$ cat src/rtl/fifo_rr_arbiter.sv
`default_nettype none
// ============================================================================
// Module   : fifo_rr_arbiter
// Brief    : Round-robin pop controller. It drains four source FIFOs into one
//            downstream FIFO, with pause/continua hysteresis flow control.
//            Define FIFO_RR_ARB_ERR_EN to add a sticky err output.
// Revision : 1.0 - initial release
// ============================================================================
module fifo_rr_arbiter #(
    parameter int BUS_SIZE = 5
) (
    input  logic                  clk,
    input  logic                  reset,
    input  logic [3:0]            empty_in,
    input  logic [3:0]            valid_in,
    input  logic [4*BUS_SIZE-1:0] data_in,
    input  logic                  pause_dn,
    input  logic                  continua_dn,
    output logic [3:0]            pop,
    output logic                  push,
    output logic [BUS_SIZE-1:0]   data_out,
    output logic [1:0]            grant_id,
    output logic [1:0]            state
`ifdef FIFO_RR_ARB_ERR_EN
    ,
    output logic                  err
`endif
);

    localparam int c_NUM_SRC = 4;

    typedef enum logic [1:0] {
        ST_IDLE  = 2'd0,
        ST_ARB   = 2'd1,
        ST_PAUSE = 2'd2
    } state_t;

    state_t               r_state;
    state_t               w_state_nxt;
    logic [1:0]           r_last;
    logic                 r_tag_valid;
    logic [1:0]           r_tag_id;
    logic                 r_push;
    logic [BUS_SIZE-1:0]  r_data;
    logic [1:0]           r_grant;

    logic                 w_any_ready;
    logic                 w_cand_found;
    logic [1:0]           w_cand_id;
    logic                 w_pop_en;
    logic                 w_ret_ok;
    logic [BUS_SIZE-1:0]  w_src_data [c_NUM_SRC];

    generate
        for (genvar g = 0; g < c_NUM_SRC; g++) begin : g_unpack
            assign w_src_data[g] = data_in[g*BUS_SIZE +: BUS_SIZE];
        end
    endgenerate

    assign w_any_ready = ~&empty_in;

    // Cyclic search starting one past the last grant; offset 4 wraps back to
    // the last granted port itself, so it is considered last.
    always_comb begin
        w_cand_found = 1'b0;
        w_cand_id    = 2'd0;
        for (int k = 1; k <= c_NUM_SRC; k++) begin
            if (!w_cand_found && !empty_in[r_last + 2'(k)]) begin
                w_cand_found = 1'b1;
                w_cand_id    = r_last + 2'(k);
            end
        end
    end

    always_comb begin
        w_state_nxt = r_state;
        case (r_state)
            ST_IDLE: begin
                if (pause_dn)
                    w_state_nxt = ST_PAUSE;
                else if (w_any_ready)
                    w_state_nxt = ST_ARB;
            end
            ST_ARB: begin
                if (pause_dn)
                    w_state_nxt = ST_PAUSE;
                else if (!w_any_ready)
                    w_state_nxt = ST_IDLE;
            end
            ST_PAUSE: begin
                if (continua_dn && !pause_dn)
                    w_state_nxt = ST_ARB;
            end
            default: w_state_nxt = ST_IDLE;
        endcase
    end

    // pause_dn cuts the pop in the same cycle, so only words already tagged
    // can still arrive once the downstream FIFO asks to stop.
    assign w_pop_en = (r_state == ST_ARB) && !pause_dn && w_cand_found && !reset;
    assign pop      = w_pop_en ? (4'b0001 << w_cand_id) : 4'b0000;

    assign w_ret_ok = r_tag_valid && valid_in[r_tag_id];

    always_ff @(posedge clk) begin
        if (reset) begin
            r_state     <= ST_IDLE;
            r_last      <= 2'd3;
            r_tag_valid <= 1'b0;
            r_tag_id    <= 2'd0;
            r_push      <= 1'b0;
            r_data      <= '0;
            r_grant     <= 2'd0;
        end else begin
            r_state     <= w_state_nxt;
            r_tag_valid <= w_pop_en;
            if (w_pop_en) begin
                r_tag_id <= w_cand_id;
                r_last   <= w_cand_id;
            end
            r_push <= w_ret_ok;
            if (w_ret_ok) begin
                r_data  <= w_src_data[r_tag_id];
                r_grant <= r_tag_id;
            end
        end
    end

    assign push     = r_push;
    assign data_out = r_data;
    assign grant_id = r_grant;
    assign state    = r_state;

`ifdef FIFO_RR_ARB_ERR_EN
    logic [3:0] w_tag_mask;
    logic       w_err_evt;
    logic       r_err;

    // Flags a tagged pop that came back empty, or a valid with no pop behind it.
    assign w_tag_mask = r_tag_valid ? (4'b0001 << r_tag_id) : 4'b0000;
    assign w_err_evt  = (r_tag_valid && !valid_in[r_tag_id]) ||
                        (|(valid_in & ~w_tag_mask));

    always_ff @(posedge clk) begin
        if (reset)
            r_err <= 1'b0;
        else if (w_err_evt)
            r_err <= 1'b1;
    end

    assign err = r_err;
`else
    // Without the error port, a mismatched return produces no push and nothing else.
`endif

endmodule
`default_nettype wire
$ cat config.mk
export PLATFORM = sky130hd
export DESIGN_NAME = fifo_rr_arbiter
export DESIGN_NICKNAME = d
export VERILOG_FILES = /design/src/rtl/fifo_rr_arbiter.sv
export SDC_FILE = /design/constraint.sdc
export NUM_CORES = 1
export LEC_CHECK = 0
export BUFFER_PORTS_ARGS = -buffer_cell sky130_fd_sc_hd__buf_2
export CAP_MARGIN = 0
export CORE_MARGIN = 2
export CORE_UTILIZATION = 43
export DETAILED_ROUTE_END_ITERATION = 8
export GPL_TIMING_DRIVEN = 0
export PLACE_DENSITY_LB_ADDON = 0.08
export SLEW_MARGIN = 20
export SYNTH_ARGS = -nofsm -noshare
export SYNTH_HDL_FRONTEND = slang
export SYNTH_SLANG_ARGS = --single-unit
$ cat constraint.sdc
create_clock -name clk -period 1.8 [get_ports clk]
set_clock_uncertainty 0.05 [all_clocks]
set_input_delay 0.18 -clock clk [delete_from_list [all_inputs] [get_ports clk]]
set_output_delay 0.18 -clock clk [all_outputs]
set_load 0.02 [all_outputs]
# Word level (Yosys, flattened, before mapping)

Index checks and enable logic that the tools add are counted.

Reductions and logical operators: 18
Bitwise logic cells: 1
Multiplexer cells: 28
Add/subtract/negate cells: 3
Magnitude comparators: 6
Equality and inequality tests: 5
Shifts and indexed selects: 1

Operator list:

| kind                                                                  | number |
|---|---|
| 2-bit 2-to-1 mux                                                      | 9 |
| 2-bit by 3-bit < comparator with 1-bit output (second input constant) | 5 |
| 1-bit binary-select mux with 2-bit select                             | 5 |
| 5-bit binary-select mux with 2-bit select                             | 1 |
| 5-bit 2-to-1 mux                                                      | 2 |
| 1-bit 2-to-1 mux                                                      | 9 |
| 1-bit logical AND                                                     | 8 |
| 1-bit zero test                                                       | 7 |
| 3-bit != test (second input constant)                                 | 2 |
| 2-bit case mux with 3 select lines                                    | 1 |
| 2-bit adder (second input constant)                                   | 2 |
| 4-bit 2-to-1 mux                                                      | 1 |
| 4-bit AND reduction                                                   | 1 |
| 1-bit by 2-bit left shift with 4-bit output (first input constant)    | 1 |
| 3-bit greater-or-equal comparator (second input constant)             | 1 |
| 2-bit NOT with 3-bit output                                           | 1 |
| 3-bit AND reduction                                                   | 1 |
| 2-bit by 1-bit adder with 2-bit output (second input constant)        | 1 |
| 2-bit by 1-bit == test with 1-bit output (second input constant)      | 1 |
| 2-bit == test (second input constant)                                 | 1 |
| 2-bit zero test                                                       | 1 |
| 2-bit != test (second input constant)                                 | 1 |

Logic and storage cells: 69
Register bits after elaboration: 15
Input bits: 32
Output and inout port bits: 14

# Depth between registers and ports, before layout

Word-level depth: 15
Gate-level depth with buffers: 5
Depth with buffers taken out: 4

# Least setup slack after synthesis

No wires, ideal clock.

Path kind: reg-to-output
From: register r_state[0] (netlist: state[0])
To: output port pop[1]
Required time: 1.570 ns
Path buffers: 0
Slack: 0.047 ns
Arrival: 1.523 ns
Cell stages (with the launch flop): 4
Path through: dfxtp_1 > inv_1 > or4_4 > nor4_2

Cells in the longest elaborated chain, start to end: 5

Ends and longest elaborated chain:

| what                                     | line | source |
|---|---|---|
| from (decl)                              | 38   | `state_t r_state;` |
| from (signal assigned)                   | 115  | `r_state <= w_state_nxt;` |
| 2-bit by 1-bit == test with 1-bit output | 100  | `assign w_pop_en = (r_state == ST_ARB) && !pause_dn && w_cand_found && !reset;` |
| 1-bit logical AND (3 in series)          | 100  |  |
| 4-bit 2-to-1 mux                         | 101  | `assign pop = w_pop_en ? (4'b0001 << w_cand_id) : 4'b0000;` |
| to (decl)                                | 19   | `output logic [3:0] pop,` |

Every way passes these cells.

# Final worst setup path

From: register r_last[0]
To: output port pop[0]

Cells in the longest elaborated chain, start to end: 15
Elaborated cells on any way between the ends: 31
Classes of those cells: add/sub (3); shift (1); mux (17); reduce/logical (10)

Ends and longest elaborated chain:

| what                                      | line   | source |
|---|---|---|
| from (decl)                               | 40     | `logic [1:0] r_last;` |
| from (signal assigned)                    | 119    | `r_last <= w_cand_id;` |
| 2-bit adder                               | 68, 70 |  |
| 1-bit binary-select mux with 2-bit select | 68     | `if (!w_cand_found && !empty_in[r_last + 2'(k)]) begin` |
| 1-bit 2-to-1 mux (implied by the code)    | 68     |  |
| 1-bit zero test                           | 68     |  |
| 1-bit logical AND                         | 68     |  |
| 1-bit 2-to-1 mux                          | 68     |  |
| 1-bit zero test                           | 68     |  |
| 1-bit logical AND                         | 68     |  |
| 1-bit 2-to-1 mux                          | 68     |  |
| 1-bit zero test                           | 68     |  |
| 1-bit logical AND                         | 68     |  |
| 1-bit 2-to-1 mux                          | 68     |  |
| 1-bit logical AND (2 in series)           | 100    |  |
| 4-bit 2-to-1 mux *                        | 101    |  |

Mark *: on every way between the ends. The rest lies on a longest branch, timed or not. The select of a mux whose other input is x is not followed.

==> flow_metrics.py <==
metrics = {
    "cells_and_area": {
        "drive_gt1_share_pct": 50.76,
        "final_cells": 159,
        "diodes": 0,
        "syn_to_final_growth_pct": 44.61,
        "post-route-cell-area_um2": 1225,
        "utilization_pct": 64.41,
        "nNetsFinal": 165,
    },
    "pwr": {
        "ir_worst_vdd_uv": 424.9,
        "power_uw": 677.7,
        "power.density_nw_per_um2": 553.3,
        "leakagePower_nw": 0.5286,
    },
    "synth": {
        "synthTopCellsByCount": "15 x dfxtp_1, 12 x nor2_1, 7 x mux2i_1",
        "synth_nets": 112,
        "async_flop_share_pct": 0,
        "synth_most_common_cell": "dfxtp_1",
        "synthCells": 80,
        "ys_seq_area_share_pct": 35.45,
        "yosysUniqueCellTypes": 32,
        "ys.flop_type": "dfxtp_1",
        "yosys_warnings": 0,
        "synth_area_leaders": "dfxtp_1 35%, mux4_1 16%, mux2i_1 8.3%",
        "yosys.area.top_type": "dfxtp_1",
        "synth-seq-cells": 15,
        "synth_edf_count": 0,
        "netlist.area_leader.share_pct": 35.45,
        "syn-cell-area_um2": 847.1,
        "avgSynthCellArea_um2": 10.59,
    },
    "die": {
        "chipWidth_um": 48.39,
        "dieArea_um2": 2341,
        "pin_count": 46,
        "row_count": 16,
        "die_y_um": 48.39,
        "coreArea_um2": 1902,
        "start_util_pct": 44.54,
    },
    "placed_design": {
        "dp_cells": 152,
        "place_ws_ns": 0.2227,
        "gp_congestion": 0.6886,
        "place_area_um2": 1106,
        "io_buffers": 45,
        "hpwl_um": 1485,
    },
    "routing": {
        "drc": 0,
        "wire_per_inst_um": 13.64,
        "vias": 866,
        "drt-pass1-iter-count": 4,
        "routed_wl_um": 2169,
        "antenna_left": 0,
        "viasPerCell": 5.447,
        "drtIter0Drc": 18,
    },
    "global_routing": {
        "grt_antenna_before_repair": 0,
        "grtUsageTotal_pct": 18.11,
        "grt_pass1_wl_um": 3346,
        "grt_pass1_vias": 776,
        "grt_overflow_total": 0,
        "grt_start_max_net_pins": 11,
    },
    "worst_setup_path": {
        "path_buf_inv": 1,
        "cpMaxStageDelayCell": "dfxtp_4",
        "slowest_delay_ns": 0.38,
        "crit_chain": "or2_4 -> a21oi_4 -> a211oi_4 -> and3b_1 -> buf_4",
        "startpoint_type": "register",
        "cp_max_fo": 6,
        "critPathCaptureType": "output pin",
        "cp.arrival_ns": 1.57,
        "crit_type": "reg2out",
        "cp_top_family": "compound AO/OA/AOI/OAI gates",
        "required_ns": 1.57,
    },
    "clock_network": {
        "clk_pin_slew_worst_paths_ns": 0.08,
        "htreeDepth": 1,
        "clockBufferDepth": 2,
        "cts_root_buffer": "clkbuf_4",
        "clkLatencyLatePin_ns": 0.28,
        "cts_hold_buffers": 0,
        "cts_buffers": 3,
        "cts_tree": "done",
        "numClockSinks": 15,
    },
    "sta": {
        "rsz0062_at_grt": "true",
        "finalHoldViolCount": 0,
        "whs_ns": 0.07988,
        "max_freq_ghz": 0.5570,
        "finalMaxSlewViolations": 0,
        "fin_ws_ns": 0.004519,
        "slew-limit-headroom_pct": 68.26,
        "tns_ns": 0,
        "finalSetupViolCount": 0,
        "worst_pin_slew_ns": 0.4761,
        "period_minus_slack_ns": 1.795,
        "period_share_pct": 99.75,
    },
    "min_path": {
        "hold_class": "in2reg",
    },
    "status": {
        "status": "finished clean",
    },
    "flow_run": {
        "drv_cap": 0,
    },
}
==> layer usage <==
layer	vias up	share of wire (%)	global-route usage, %
met4	0	0.97	5.714
li1	412	-	-
met2	37	52	32.87
met1	413	41	21.39
met5	-	0	0
met3	4	5.9	3.704
==> final timing paths <==
kind | startpoint | endpoint | slack (ns) | depth (start not counted)
max | r_last[0] | pop[0] | 0.005 | 5
min reg2reg | state[0] | state[1] | 0.40 | 1
max reg2reg | r_tag_id[0] | data_out[3] | 0.31 | 5
min | pause_dn | state[0] | 0.08 | 2
==> cell families after synthesis <==
kind of cell	share of synthesized area (%)
AND/OR/NAND/NOR	20.83
AO/OA/AOI/OAI	14.62
flip-flops	35.45
multiplexers	25.41
buffers and inverters	3.692
==> sequential cells by signal (all words and copies together) (netlist names) <==
signal / count
data_out: 5
grant_id: 2
push: 1
r_last: 2
r_tag_id: 2
r_tag_valid: 1
state: 2
==> cell type report <==
class / count / area (um2)
buffer: 3 / 20.02
clock buffer: 4 / 26.28
fill: 164 / 676.9
inverter: 3 / 11.26
multi-input combinational: 59 / 565.5
sequential: 15 / 310.3
tap: 27 / 33.78
timing repair buffer: 48 / 257.7
==> cell usage in the layout, fill, tap and decap left out, types with 2 or more instances in the layout <==
cell type  synthesis  layout
nor3_1             2       2
nand2b_1           2       2
dfxtp_2            0       2
mux2i_1            7       7
nand2_1            5       5
buf_4              0       7
inv_1              3       3
mux4_1             5       5
buf_2              1      42
a21oi_1            4       3
clkbuf_4           0       3
and3_1             2       2
a211oi_1           2       2
clkbuf_1           1       2
nor2_1            12      12
dfxtp_4            0       2
dfxtp_1           15      11
==> worst reg2reg max path: stages (launching register included) <==
cell and delay (ns):
dfxtp_1 0.31, buf_2 0.22, nand2_1 0.15, o22ai_4 0.36, mux2i_1 0.23, nor2_1 0.05
==> report_power, final <==
group	total [mW]	switching (mW)	internal, mW	leakage [nW]
Sequential	0.347	0.00814	0.339	0.122
Clock	0.190	0.105	0.0859	0.0150
Combinational	0.141	0.0687	0.0719	0.392
Total	0.678	0.181	0.496	0.529
==> repair_timing <==
item | in CTS | in global routing
resized for setup | 7 | 10
pin swaps | 4 | 5
setup buffers | 3 | 0
setup endpoints to repair | 4 | 4
hold endpoints to repair | 0 | 0
Power figures use the tool's default switching activity.
